File: src/rtl/urv_prefetch_pkg.sv
// urv_prefetch_pkg: shared types and constants for the uRV instruction prefetch unit.
//   fetch_entry_t    : one queued instruction, {pc, ir}
//   PTR_W / CNT_W    : pointer / outstanding-counter widths for the default configuration
//   ptr_width()      : queue pointer width for a given DEPTH
//   cnt_width()      : counter width able to hold 0..n
//   INSN_BYTES       : RV32 instruction size
//   INSN_ALIGN_MASK  : clears the two low address bits
package urv_prefetch_pkg;

    typedef struct packed {
        logic [31:0] pc;
        logic [31:0] ir;
    } fetch_entry_t;

    localparam int unsigned DEF_DEPTH           = 4;
    localparam int unsigned DEF_MAX_OUTSTANDING = 2;

    localparam int unsigned PTR_W = $clog2(DEF_DEPTH);
    localparam int unsigned CNT_W = $clog2(DEF_MAX_OUTSTANDING + 1);

    localparam logic [31:0] INSN_BYTES      = 32'd4;
    localparam logic [31:0] INSN_ALIGN_MASK = 32'hFFFF_FFFC;

    function automatic int unsigned ptr_width(input int unsigned depth);
        return (depth > 1) ? $clog2(depth) : 1;
    endfunction

    function automatic int unsigned cnt_width(input int unsigned n);
        return $clog2(n + 1);
    endfunction

endpackage

File: src/rtl/urv_prefetch_fifo.sv
// urv_prefetch_fifo: circular instruction queue with flush.
//   clk_i, rst_n_i : clock, asynchronous active-low reset
//   flush_i        : empties the queue; overrides same-cycle push and pop
//   push_i/wdata_i : enqueue one entry
//   pop_i          : dequeue the head
//   rdata_o        : head entry (meaningful only when !empty_o)
//   empty_o        : queue empty
//   count_o        : occupancy, 0..DEPTH
module urv_prefetch_fifo
    import urv_prefetch_pkg::*;
#(
    parameter int unsigned DEPTH = 4
) (
    input  logic                         clk_i,
    input  logic                         rst_n_i,
    input  logic                         flush_i,
    input  logic                         push_i,
    input  fetch_entry_t                 wdata_i,
    input  logic                         pop_i,
    output fetch_entry_t                 rdata_o,
    output logic                         empty_o,
    output logic [$clog2(DEPTH+1)-1:0]   count_o
);

    localparam int unsigned PtrW = ptr_width(DEPTH);
    localparam int unsigned OccW = $clog2(DEPTH + 1);

    fetch_entry_t    r_mem [DEPTH];
    logic [PtrW-1:0] r_rd_ptr;
    logic [PtrW-1:0] r_wr_ptr;
    logic [OccW-1:0] r_count;

    logic w_push;
    logic w_pop;

    assign w_push = push_i && (r_count != OccW'(DEPTH));
    assign w_pop  = pop_i && (r_count != '0);

    always_ff @(posedge clk_i or negedge rst_n_i) begin
        if (!rst_n_i) begin
            r_rd_ptr <= '0;
            r_wr_ptr <= '0;
            r_count  <= '0;
        end else if (flush_i) begin
            r_rd_ptr <= '0;
            r_wr_ptr <= '0;
            r_count  <= '0;
        end else begin
            if (w_push) r_wr_ptr <= r_wr_ptr + 1'b1;
            if (w_pop)  r_rd_ptr <= r_rd_ptr + 1'b1;
            r_count <= r_count + OccW'(w_push) - OccW'(w_pop);
        end
    end

    // Storage needs no reset; nothing reads it while the queue is empty.
    always_ff @(posedge clk_i) begin
        if (w_push && !flush_i) r_mem[r_wr_ptr] <= wdata_i;
    end

    assign rdata_o = r_mem[r_rd_ptr];
    assign empty_o = (r_count == '0);
    assign count_o = r_count;

endmodule

File: src/rtl/urv_prefetch.sv
// urv_prefetch: pipelined instruction prefetch for the uRV core.
// Issues request/grant fetches, queues responses with their PC, and presents the head to
// decode. A taken branch flushes the queue and squashes responses still in flight.
//   clk_i, rst_n_i          : clock, asynchronous active-low reset
//   im_req_o, im_addr_o     : fetch request and word-aligned address
//   im_gnt_i                : request accepted
//   im_valid_i, im_data_i   : in-order response
//   f_valid_o, f_ir_o, f_pc_o : queue head to decode
//   f_stall_i               : decode not accepting
//   x_bra_i, x_pc_bra_i     : redirect pulse and target
// Build option: define URV_PREFETCH_BYPASS_EN to forward a response straight to decode when
// the queue is empty.
module urv_prefetch
    import urv_prefetch_pkg::*;
#(
    parameter logic [31:0] RESET_PC        = 32'h0000_0000,
    parameter int unsigned DEPTH           = 4,
    parameter int unsigned MAX_OUTSTANDING = 2
) (
    input  logic        clk_i,
    input  logic        rst_n_i,
    output logic        im_req_o,
    output logic [31:0] im_addr_o,
    input  logic        im_gnt_i,
    input  logic        im_valid_i,
    input  logic [31:0] im_data_i,
    output logic        f_valid_o,
    output logic [31:0] f_ir_o,
    output logic [31:0] f_pc_o,
    input  logic        f_stall_i,
    input  logic        x_bra_i,
    input  logic [31:0] x_pc_bra_i
);

    localparam int unsigned CntW = cnt_width(MAX_OUTSTANDING);
    localparam int unsigned OccW = $clog2(DEPTH + 1);

    logic            r_active;
    logic [31:0]     r_fetch_pc;
    logic [31:0]     r_rsp_pc;
    logic [CntW-1:0] r_outst;
    logic [CntW-1:0] r_discard;

    logic [OccW-1:0] w_count;
    logic            w_empty;
    fetch_entry_t    w_head;
    fetch_entry_t    w_wdata;
    logic [31:0]     w_target;
    logic            w_req;
    logic            w_fire;
    logic            w_rsp;
    logic            w_keep;
    logic            w_push;
    logic            w_pop;
    logic            w_bypass;
    logic            w_fifo_push;

    assign w_target = x_pc_bra_i & INSN_ALIGN_MASK;

    // r_active holds requests off for the first cycle after reset release.
    // Each in-flight request reserves a queue slot, so a response always has room.
    assign w_req = r_active && !x_bra_i
                && ((32'(w_count) + 32'(r_outst)) < DEPTH)
                && (32'(r_outst) < MAX_OUTSTANDING);
    assign w_fire = w_req && im_gnt_i;
    assign w_rsp  = r_active && im_valid_i;
    assign w_keep = w_rsp && (r_discard == '0);
    assign w_push = w_keep && !x_bra_i;

    assign im_req_o  = w_req;
    assign im_addr_o = r_fetch_pc;

    always_comb begin
        f_valid_o = !w_empty;
        f_ir_o    = w_empty ? 32'h0 : w_head.ir;
        f_pc_o    = w_empty ? r_rsp_pc : w_head.pc;
        w_bypass  = 1'b0;
`ifdef URV_PREFETCH_BYPASS_EN
        if (w_empty && w_push) begin
            f_valid_o = 1'b1;
            f_ir_o    = im_data_i;
            f_pc_o    = r_rsp_pc;
            w_bypass  = 1'b1;
        end
`endif
    end

    assign w_pop       = !w_empty && !f_stall_i;
    // A bypassed word consumed by decode this cycle never enters the queue.
    assign w_fifo_push = w_push && !(w_bypass && !f_stall_i);
    assign w_wdata     = '{pc: r_rsp_pc, ir: im_data_i};

    always_ff @(posedge clk_i or negedge rst_n_i) begin
        if (!rst_n_i) begin
            r_active   <= 1'b0;
            r_fetch_pc <= RESET_PC;
            r_rsp_pc   <= RESET_PC;
            r_outst    <= '0;
            r_discard  <= '0;
        end else begin
            r_active <= 1'b1;
            r_outst  <= r_outst + CntW'(w_fire) - CntW'(w_rsp);
            if (x_bra_i) begin
                r_fetch_pc <= w_target;
                r_rsp_pc   <= w_target;
                // Whatever is still in flight after this cycle belongs to the old stream,
                // including the remainder of an earlier squash.
                r_discard  <= r_outst + CntW'(w_fire) - CntW'(w_rsp);
            end else begin
                if (w_fire) r_fetch_pc <= r_fetch_pc + INSN_BYTES;
                if (w_keep) r_rsp_pc <= r_rsp_pc + INSN_BYTES;
                if (w_rsp && (r_discard != '0)) r_discard <= r_discard - 1'b1;
            end
        end
    end

    urv_prefetch_fifo #(
        .DEPTH (DEPTH)
    ) u_fifo (
        .clk_i   (clk_i),
        .rst_n_i (rst_n_i),
        .flush_i (x_bra_i),
        .push_i  (w_fifo_push),
        .wdata_i (w_wdata),
        .pop_i   (w_pop),
        .rdata_o (w_head),
        .empty_o (w_empty),
        .count_o (w_count)
    );

endmodule

File: config.mk
export PLATFORM = sky130hd
export DESIGN_NAME = urv_prefetch
export DESIGN_NICKNAME = d
export VERILOG_FILES = /design/src/rtl/urv_prefetch_pkg.sv /design/src/rtl/urv_prefetch_fifo.sv /design/src/rtl/urv_prefetch.sv
export SDC_FILE = /design/constraint.sdc
export NUM_CORES = 1
export LEC_CHECK = 0
export BUFFER_PORTS_ARGS = -buffer_cell sky130_fd_sc_hd__buf_2
export CAP_MARGIN = 20
export CORE_ASPECT_RATIO = 0.75
export CORE_MARGIN = 8
export CORE_UTILIZATION = 60
export DETAILED_ROUTE_END_ITERATION = 10
export PLACE_DENSITY = 0.82
export SYNTH_ARGS = -nofsm -noshare
export SYNTH_HDL_FRONTEND = slang
export SYNTH_SLANG_ARGS = --single-unit
File: constraint.sdc
create_clock -name clk_i -period 6.45 [get_ports clk_i]
set_input_delay 0.9675 -clock clk_i [delete_from_list [all_inputs] [get_ports clk_i]]
set_output_delay 0.9675 -clock clk_i [all_outputs]
set_load 0.03 [all_outputs]
Yosys cells after proc, flatten, opt, wreduce, memory -nomap -nowiden. Memory sizes are Yosys's and may differ from the RTL's. Cells that the tools add are included.

RAM bits: 256. Word-level logic and storage cells: 61. Output and inout bits: 98. Memories kept: 1. Bits in registers: 76.

Equal/unequal tests: 1. Multiplexer cells: 15. Magnitude comparators: 2. Reduce and logical (&&, ||, !) cells: 24. Add/subtract/negate cells: 10.

Memory list: u_fifo.r_mem (words 4, width 64, rd ports 1, clocked after Yosys merged registers in 0, write ports 1, RTL line urv_prefetch_fifo.sv:28) `fetch_entry_t r_mem [DEPTH];`.

Operators by type and width (number): $mux W32 (6); $add A32 B3 Y32 const B (2); $logic_and A1 B1 Y1 (12); $mux W2 (6); $reduce_bool A2 Y1 (6); $add A2 B1 Y2 const B (2); $add A3 B2 Y4 (1); $lt A4 B3 Y1 const B (1); $add A3 B1 Y3 (1); $logic_not A1 Y1 (3); $logic_not A3 Y1 (1); $mux W3 (1); $ne A3 B3 Y1 const B (1); $reduce_bool A3 Y1 (1); $sub A3 B1 Y3 (1); $add A2 B1 Y2 (1); $logic_not A2 Y1 (1); $lt A2 B2 Y1 const B (1); $mux W1 (2); $sub A2 B1 Y2 (1); $sub A2 B1 Y2 const B (1).

Longest topological paths before layout. Gate-level depths: netlist of the first run.

Word-level depth: 8. Gate-level depth with buffers: 13.

Modules after synthesis. Synthesis of the first run repeated with hierarchy kept, for this count alone.

Cell total of the unflattened synthesis: 849. Area, all modules: 14033.5 um^2.

By module, submodules not included: urv_prefetch_fifo (cells each 382, area each 9683.0 um^2, times used 1); urv_prefetch (cells each 467, area each 4350.4 um^2, times used 1).

Worst setup path before layout of the first run. OpenSTA, ideal clock, no wires.

Path kind: input to register. From: input im_valid_i. To: memory u_fifo.r_mem[0][0] in the netlist's numbering, enable pin. Setup time: 0.426 ns. Data arrival time: 3.272 ns. Stages: 3. Required time: 6.024 ns. Setup slack: 2.751 ns. Path through: nand3_2 -> a211oi_1 -> and2_1.

Longest elaborated chain between the ends: 7.

RTL lines: start: declaration (RTL line urv_prefetch.sv:25) `input logic im_valid_i,`; $logic_and A1 B1 Y1 (RTL line urv_prefetch.sv:66) `assign w_rsp = r_active && im_valid_i;`; $logic_and A1 B1 Y1 (RTL line urv_prefetch.sv:67) `assign w_keep = w_rsp && (r_discard == '0);`; $logic_and A1 B1 Y1 (RTL line urv_prefetch.sv:68) `assign w_push = w_keep && !x_bra_i;`; $logic_and A1 B1 Y1 (RTL line urv_prefetch_fifo.sv:36) `assign w_push = push_i && (r_count != OccW'(DEPTH));`; $logic_and A1 B1 Y1 (RTL line urv_prefetch_fifo.sv:57) `if (w_push && !flush_i) r_mem[r_wr_ptr] <= wdata_i;`; $mux W1 (RTL line urv_prefetch_fifo.sv:57); $mux W1 (not written as such) (RTL line urv_prefetch_fifo.sv:57); end: declaration (RTL line urv_prefetch_fifo.sv:28).

No other way between the ends.

Worst setup path after layout of the first run.
From: register u_fifo.r_rd_ptr[0]. To: output f_pc_o[14].

Longest elaborated chain between the ends: 2.

RTL lines: start: declaration (RTL line urv_prefetch_fifo.sv:29) `logic [PtrW-1:0] r_rd_ptr;`; start signal: assignment (RTL line urv_prefetch_fifo.sv:50) `if (w_pop) r_rd_ptr <= r_rd_ptr + 1'b1;`; $mem_v2 Z4 W64; $mux W32 (RTL line urv_prefetch.sv:76) `f_pc_o = w_empty ? r_rsp_pc : w_head.pc;`; end: declaration (RTL line urv_prefetch.sv:29) `output logic [31:0] f_pc_o,`.

No other way between the ends.

==> impl_metrics.json, run 1 <==
{
  "ctsResizeCount": 0,
  "clkLatencyLatePin_ps": 550,
  "crit_required_ps": 5480,
  "cts_buffer_depth": 3,
  "grt_start_max_net_pins": 73,
  "p_per_area_nw_per_um2": 370,
  "max_slew.worst_pin.slew_ps": 1080,
  "synth.cell_area_um2": 13600,
  "fillCellCount": 1439,
  "initial_utilization": 0.615,
  "io_buffers": 161,
  "yosys_warnings": 0,
  "vias": 7819,
  "post-cts-setup-buffers": 0,
  "use_met3": 0.0452,
  "finalCriticalPeriod_ps": 4150,
  "final_common_cell": "edfxtp_1",
  "endpoint_kind": "output pin",
  "timing.rr.start": "r_discard[0]",
  "path_max_fanout": 45,
  "clock_skew_ps": 17.6,
  "cts_buffers": 30,
  "die_area_um2": 27900,
  "r2r_cells": 6,
  "grt_util_all_layers": 0.206,
  "place_congestion": 0.830,
  "ys_ff_latch": 320,
  "maxSlewHeadroom": 0.276,
  "wl_per_cell_um": 22.3,
  "drtIter0Drc": 670,
  "die_y_um": 147,
  "antenna_left": 0,
  "finalCritPeriodShare": 0.643,
  "synth_top_cell_area_share": 0.546,
  "synthCells": 823,
  "final_cell_count_no_fill": 1308,
  "hold_class": "reg -> reg",
  "dp_hpwl_um": 18500,
  "drt-pass1-iter-count": 5,
  "cts_root_buffer": "clkbuf_16",
  "cts.clk_slew.worst_paths_ps": 70,
  "leakagePower_uw": 0.00555,
  "core-area_um2": 22200,
  "avgSynthCellArea_um2": 16.6,
  "ys_seq_area_frac": 0.678,
  "worstSetupStartpointType": "flop",
  "setup_violations": 0,
  "clkSinkCount": 320,
  "finalHoldViolCount": 0,
  "startpoint": "u_fifo.r_rd_ptr[0]",
  "cts_hold_buf": 0,
  "pin_count": 168,
  "ys_top_cells_by_area": "edfxtp_1 (55%), dfrtp_1 (13%), mux4_2 (10%)",
  "rsz0062_at_grt": "false",
  "worstPathArrival_ps": 3180,
  "drc": 0,
  "rows": 47,
  "final_nets": 1073,
  "status": "finished, final reports clean",
  "synth-edff-count": 248,
  "vdd.ir_drop.worst_mv": 0.248,
  "yosys.area.top_type": "edfxtp_1",
  "grt_use_met2": 0.311,
  "dp_cells": 1252,
  "grtUsageMet1": 0.305,
  "drt-total-wl_um": 29200,
  "drive_gt1_frac": 0.345,
  "cap_violations": 0,
  "antenna_found_initial": 1,
  "cts_tree": "yes",
  "critPathKind": "reg -> out",
  "reg2reg_slack_ps": 2770,
  "r2r-end": "u_fifo.r_mem[1][38]",
  "h-tree-depth": 1,
  "layout_common_cells": "edfxtp_1 (248), buf_2 (161), dfrtp_1 (70)",
  "dieWidth_um": 190,
  "areaGrowthSynthToFinish_pct": 15.1,
  "grt_pass1_wl_um": 45500,
  "synth_cell_types": 51,
  "finalSetupTns_ps": 0,
  "crit_end": "f_pc_o[14]",
  "synth_ff_type": "edfxtp_1",
  "routed_via_density": 5.98,
  "grt.busiest_layer": "met2",
  "fmax_mhz": 241,
  "ys_async_sr_fraction": 0.225,
  "gr-total-overflow": 0,
  "maxSlewViolCount": 0,
  "grt_pass1_vias": 7980,
  "diodes": 0
}
[metal layers]
| layer | routed length (µm) | share of wire |
|---|---|---|
| met1 | 13300 | 0.46 |
| met2 | 13300 | 0.46 |
| met3 | 2100 | 0.072 |
| met4 | 448 | 0.015 |
| met5 | 0 | 0 |
[cells in the mapped netlist, drive strengths merged, types with 3 or more instances]
cell type and instances:
edfxtp 248, nor4 12, mux2 53, and4 7
ha 12, or4 4, o21ai 12, buf 18
xnor2 26, a211oi 3, nand2 44, inv 18
nor3 11, mux4 62, o31a 3, a21oi 12
dfrtp 72, xor2 27, nand2b 3, and3 6
nand3 31, and2 7, nand4 19, clkbuf 22
o211ai 6, a21boi 6, a31oi 3, nor2 23
nor2b 35
[metrics by stage]
step | util | setup slack (ps) | power [µW] | hold WS (ps) | area [µm²]
6_report | 0.708 | 2300 | 5820 | 545 | 15700
5_1_grt | 0.708 | 2090 | 6050 | 586 | 15700
3_5_place_dp | 0.665 | 2320 | 4170 | 537 | 14700
3_3_place_gp | 0.665 | 2400 | 4140 | 525 | 14700
2_1_floorplan | - | 2750 | 3700 | 494 | 13600
4_1_cts | 0.708 | 2200 | 5870 | 545 | 15700
[registers in the layout, summed over array words and instances (netlist names)]
register / cells
r_rsp_pc: 30
u_fifo.r_mem: 248
im_addr_o: 30
r_outst: 2
u_fifo.r_wr_ptr: 2
u_fifo.count_o: 3
u_fifo.r_rd_ptr: 2
r_discard: 2
r_active: 1
[worst max-delay path, cell delays in order, from the launching register on]
cell and delay, ps:
dfrtp_4 1040, buf_4 510, mux4_2 570, mux2_2 290, buf_2 180
[where the power goes]
part / internal (µW) / total (µW) / switching (µW) / leakage, µW
registers: 2330 / 2520 / 192 / 0.00308
clock network: 963 / 1710 / 745 / 0.000451
logic: 647 / 1580 / 935 / 0.00202
[kinds of logic after synthesis]
group	after synthesis	synth area share
other cells	2	0.000551
mux	116	0.147
buf+inv	58	0.0178
fa+ha+maj	13	0.0125
xor+xnor	53	0.0340
compound gates	52	0.0246
simple gates	209	0.0853
flops	320	0.678
[how the worst min path moves through the flow]
stage / from / to / slack (ps) / cells after the start
2_1_floorplan: r_outst[1] / r_outst[1] / 490 / 1
3_5_place_dp: r_outst[1] / r_outst[1] / 540 / 1
5_1_grt: r_outst[1] / r_outst[1] / 590 / 1
3_3_place_gp: r_outst[1] / r_outst[1] / 530 / 1
4_1_cts: r_outst[1] / r_outst[1] / 540 / 1
6_report: r_outst[1] / r_outst[1] / 550 / 1
[final cells by class]
| cell class | count | area (µm²) | share of cell area |
|---|---|---|---|
| inverter | 18 | 67.6 | 0.00430 |
| clock inverter | 17 | 149 | 0.00949 |
| clock buffer | 39 | 806 | 0.0513 |
| tap | 294 | 368 | 0.0234 |
| sequential | 320 | 9250 | 0.590 |
| multi-input combinational | 448 | 4160 | 0.265 |
| timing repair buffer | 172 | 888 | 0.0566 |
(Power assumes the default switching activity.)
==> inputs of run 2 (changes only) <==
--- a/config.mk
+++ b/config.mk
@@ -9,9 +9,9 @@
 export CAP_MARGIN = 20
 export CORE_ASPECT_RATIO = 0.75
 export CORE_MARGIN = 8
-export CORE_UTILIZATION = 60
+export CORE_UTILIZATION = 58
 export DETAILED_ROUTE_END_ITERATION = 10
-export PLACE_DENSITY = 0.82
+export PLACE_DENSITY = 0.8
 export SYNTH_ARGS = -nofsm -noshare
 export SYNTH_HDL_FRONTEND = slang
 export SYNTH_SLANG_ARGS = --single-unit
==> constraint.sdc (replaced) <==
create_clock -name clk_i -period 3.9 [get_ports clk_i]
set_input_delay 0.585 -clock clk_i [delete_from_list [all_inputs] [get_ports clk_i]]
set_output_delay 0.585 -clock clk_i [all_outputs]
set_load 0.03 [all_outputs]
==> run 2 against run 1 <==
Compared with the run above:
- critical path depth unchanged
- cell count is 0.92% higher
- power grew 65%
- sequential power is 63% higher
- utilization fell by 2.3 points
- register-to-register slack lost 1500 ps
- critical path type unchanged
- flip-flop and latch count is the same
- global-route usage decreased by 0.37 points
==> impl_metrics.json, run 2 (synthesis gave the netlist of run 1 again) <==
{
  "status": "finished, final reports clean",
  "wl_per_cell_um": 22.1,
  "areaGrowthSynthToFinish_pct": 15.9,
  "maxSlewViolCount": 0,
  "leakagePower_uw": 0.00561,
  "final_cell_count_no_fill": 1320,
  "cts.clk_slew.worst_paths_ps": 70,
  "drc": 0,
  "p_per_area_nw_per_um2": 607,
  "internal_power_uw": 6540,
  "pwr-share-seq": 0.430,
  "crit_chain": "buf_12, mux4_2, mux2_2, buf_2",
  "cts_tree": "yes",
  "cap_violations": 0,
  "grt_start_max_net_pins": 65,
  "crit_required_ps": 3310,
  "worstPathArrival_ps": 2670,
  "antenna_left": 0,
  "cts_buffers": 30,
  "final_nets": 1079,
  "fillCellCount": 1588,
  "path_buf_inv": 2,
  "cts_root_buffer": "clkbuf_16",
  "routed_via_density": 5.93,
  "fmax_mhz": 307,
  "vias": 7829,
  "critPathMaxStageDelay_ps": 750,
  "grt_pass1_wl_um": 45000,
  "path_max_fanout": 29,
  "rsz0062_at_grt": "false",
  "grt_pass1_vias": 8042,
  "drtIter0Drc": 620,
  "final_common_cell": "edfxtp_1",
  "regMostFlops": "u_fifo.r_mem",
  "rows": 48,
  "endpoint_kind": "output pin",
  "swShare": 0.318,
  "dp_hpwl_um": 19100,
  "core-area_um2": 23100,
  "pin_count": 168,
  "initial_utilization": 0.591,
  "power_frac_comb": 0.283,
  "antenna_found_initial": 0,
  "clkLatencyLatePin_ps": 550,
  "post-cts-setup-buffers": 0,
  "layout_common_cells": "edfxtp_1 (248), buf_2 (161), dfrtp_1 (70)",
  "place_congestion": 0.867,
  "crit_slowest_cell": "dfrtp_4",
  "finalCritPeriodShare": 0.835,
  "drt-pass1-iter-count": 5,
  "gr-total-overflow": 0,
  "power_switching_uw": 3050,
  "grt_util_all_layers": 0.202,
  "drt-total-wl_um": 29200,
  "clock_power_share": 0.287,
  "diodes": 0,
  "critPathKind": "reg -> out",
  "clock_skew_ps": 15.2,
  "clkSinkCount": 320,
  "finalCriticalPeriod_ps": 3260,
  "crit_family": "multiplexers",
  "largest_register_ff_count": 248,
  "die_area_um2": 28700,
  "max_slew.worst_pin.slew_ps": 1050,
  "dp_cells": 1263,
  "vdd.ir_drop.worst_mv": 0.345,
  "finalSetupTns_ps": 0,
  "ctsResizeCount": 0,
  "io_buffers": 161,
  "hold_class": "in -> reg",
  "maxSlewHeadroom": 0.302,
  "die_y_um": 149,
  "dieWidth_um": 193,
  "h-tree-depth": 1,
  "drive_gt1_frac": 0.346,
  "finalHoldViolCount": 0,
  "setup_violations": 0,
  "cts_buffer_depth": 3,
  "worstSetupStartpointType": "flop"
}
-- run 2: cell types whose count changed in the layout (fill, tap and decap cells not counted), sizes merged --
cell,change
bufinv,-2
inv,+1
clkinv,-3
clkbuf,+10
dlygate4sd3,+1
buf,+5
clkinvlp,-6
-- run 2: final timing paths --
check | start | endpoint | slack (ps) | depth (start not counted)
hold reg to reg | r_outst[1] | r_outst[1] | 540 | 1
max in group asynchronous | rst_n_i | r_rsp_pc[12] | 2550 | 3
setup reg to reg | r_discard[0] | r_rsp_pc[15] | 1290 | 7
setup / recovery | u_fifo.r_rd_ptr[0] | f_pc_o[16] | 640 | 4
hold / removal | im_data_i[20] | u_fifo.r_mem[1][20] | 250 | 1
min in group asynchronous | rst_n_i | r_discard[0] | 500 | 2
-- run 2: what timing repair did --
action	4_1_cts	5_1_grt
hold buffers	1	0
endpoints found under the setup margin	0	0
hold endpoints to repair	16	0
-- run 2: routing by layer --
layer / global-route usage / vias up / part of all wire
met5: 0 / - / 0
met4: 0.0422 / 0 / 0.016
met3: 0.0395 / 38 / 0.067
met2: 0.312 / 286 / 0.47
met1: 0.299 / 3978 / 0.45
li1: - / 3527 / -
-- run 2: final cells by class --
type	count	area [µm²]	area share
Clock buffer	49	897	0.0568
Clock inverter	7	41.3	0.00261
Inverter	18	67.6	0.00428
Multi-Input combinational cell	448	4160	0.264
Sequential cell	320	9250	0.586
Tap cell	300	375	0.0238
Timing Repair Buffer	178	998	0.0632
-- run 2: power by group through the flow --
stage               combinational [µW]  sequential (µW)  clock [µW]
finish                            2710             4120        2760
global route                      2900             4150        2940
CTS                               2760             4120        2810
detailed placement                2750             4190           0
global placement                  2720             4180           0
floorplan                         2010             4110           0
-- run 2: metrics by stage --
stage	setup slack [ps]	instance area, µm²	hold WS (ps)	power [µW]	utilization
6_report	642	15800	253	9590	0.685
2_1_floorplan	567	13600	289	6130	-
3_3_place_gp	1200	14800	526	6900	0.644
5_1_grt	495	15800	238	10000	0.685
3_5_place_dp	1170	14800	532	6940	0.644
4_1_cts	575	15800	231	9700	0.685
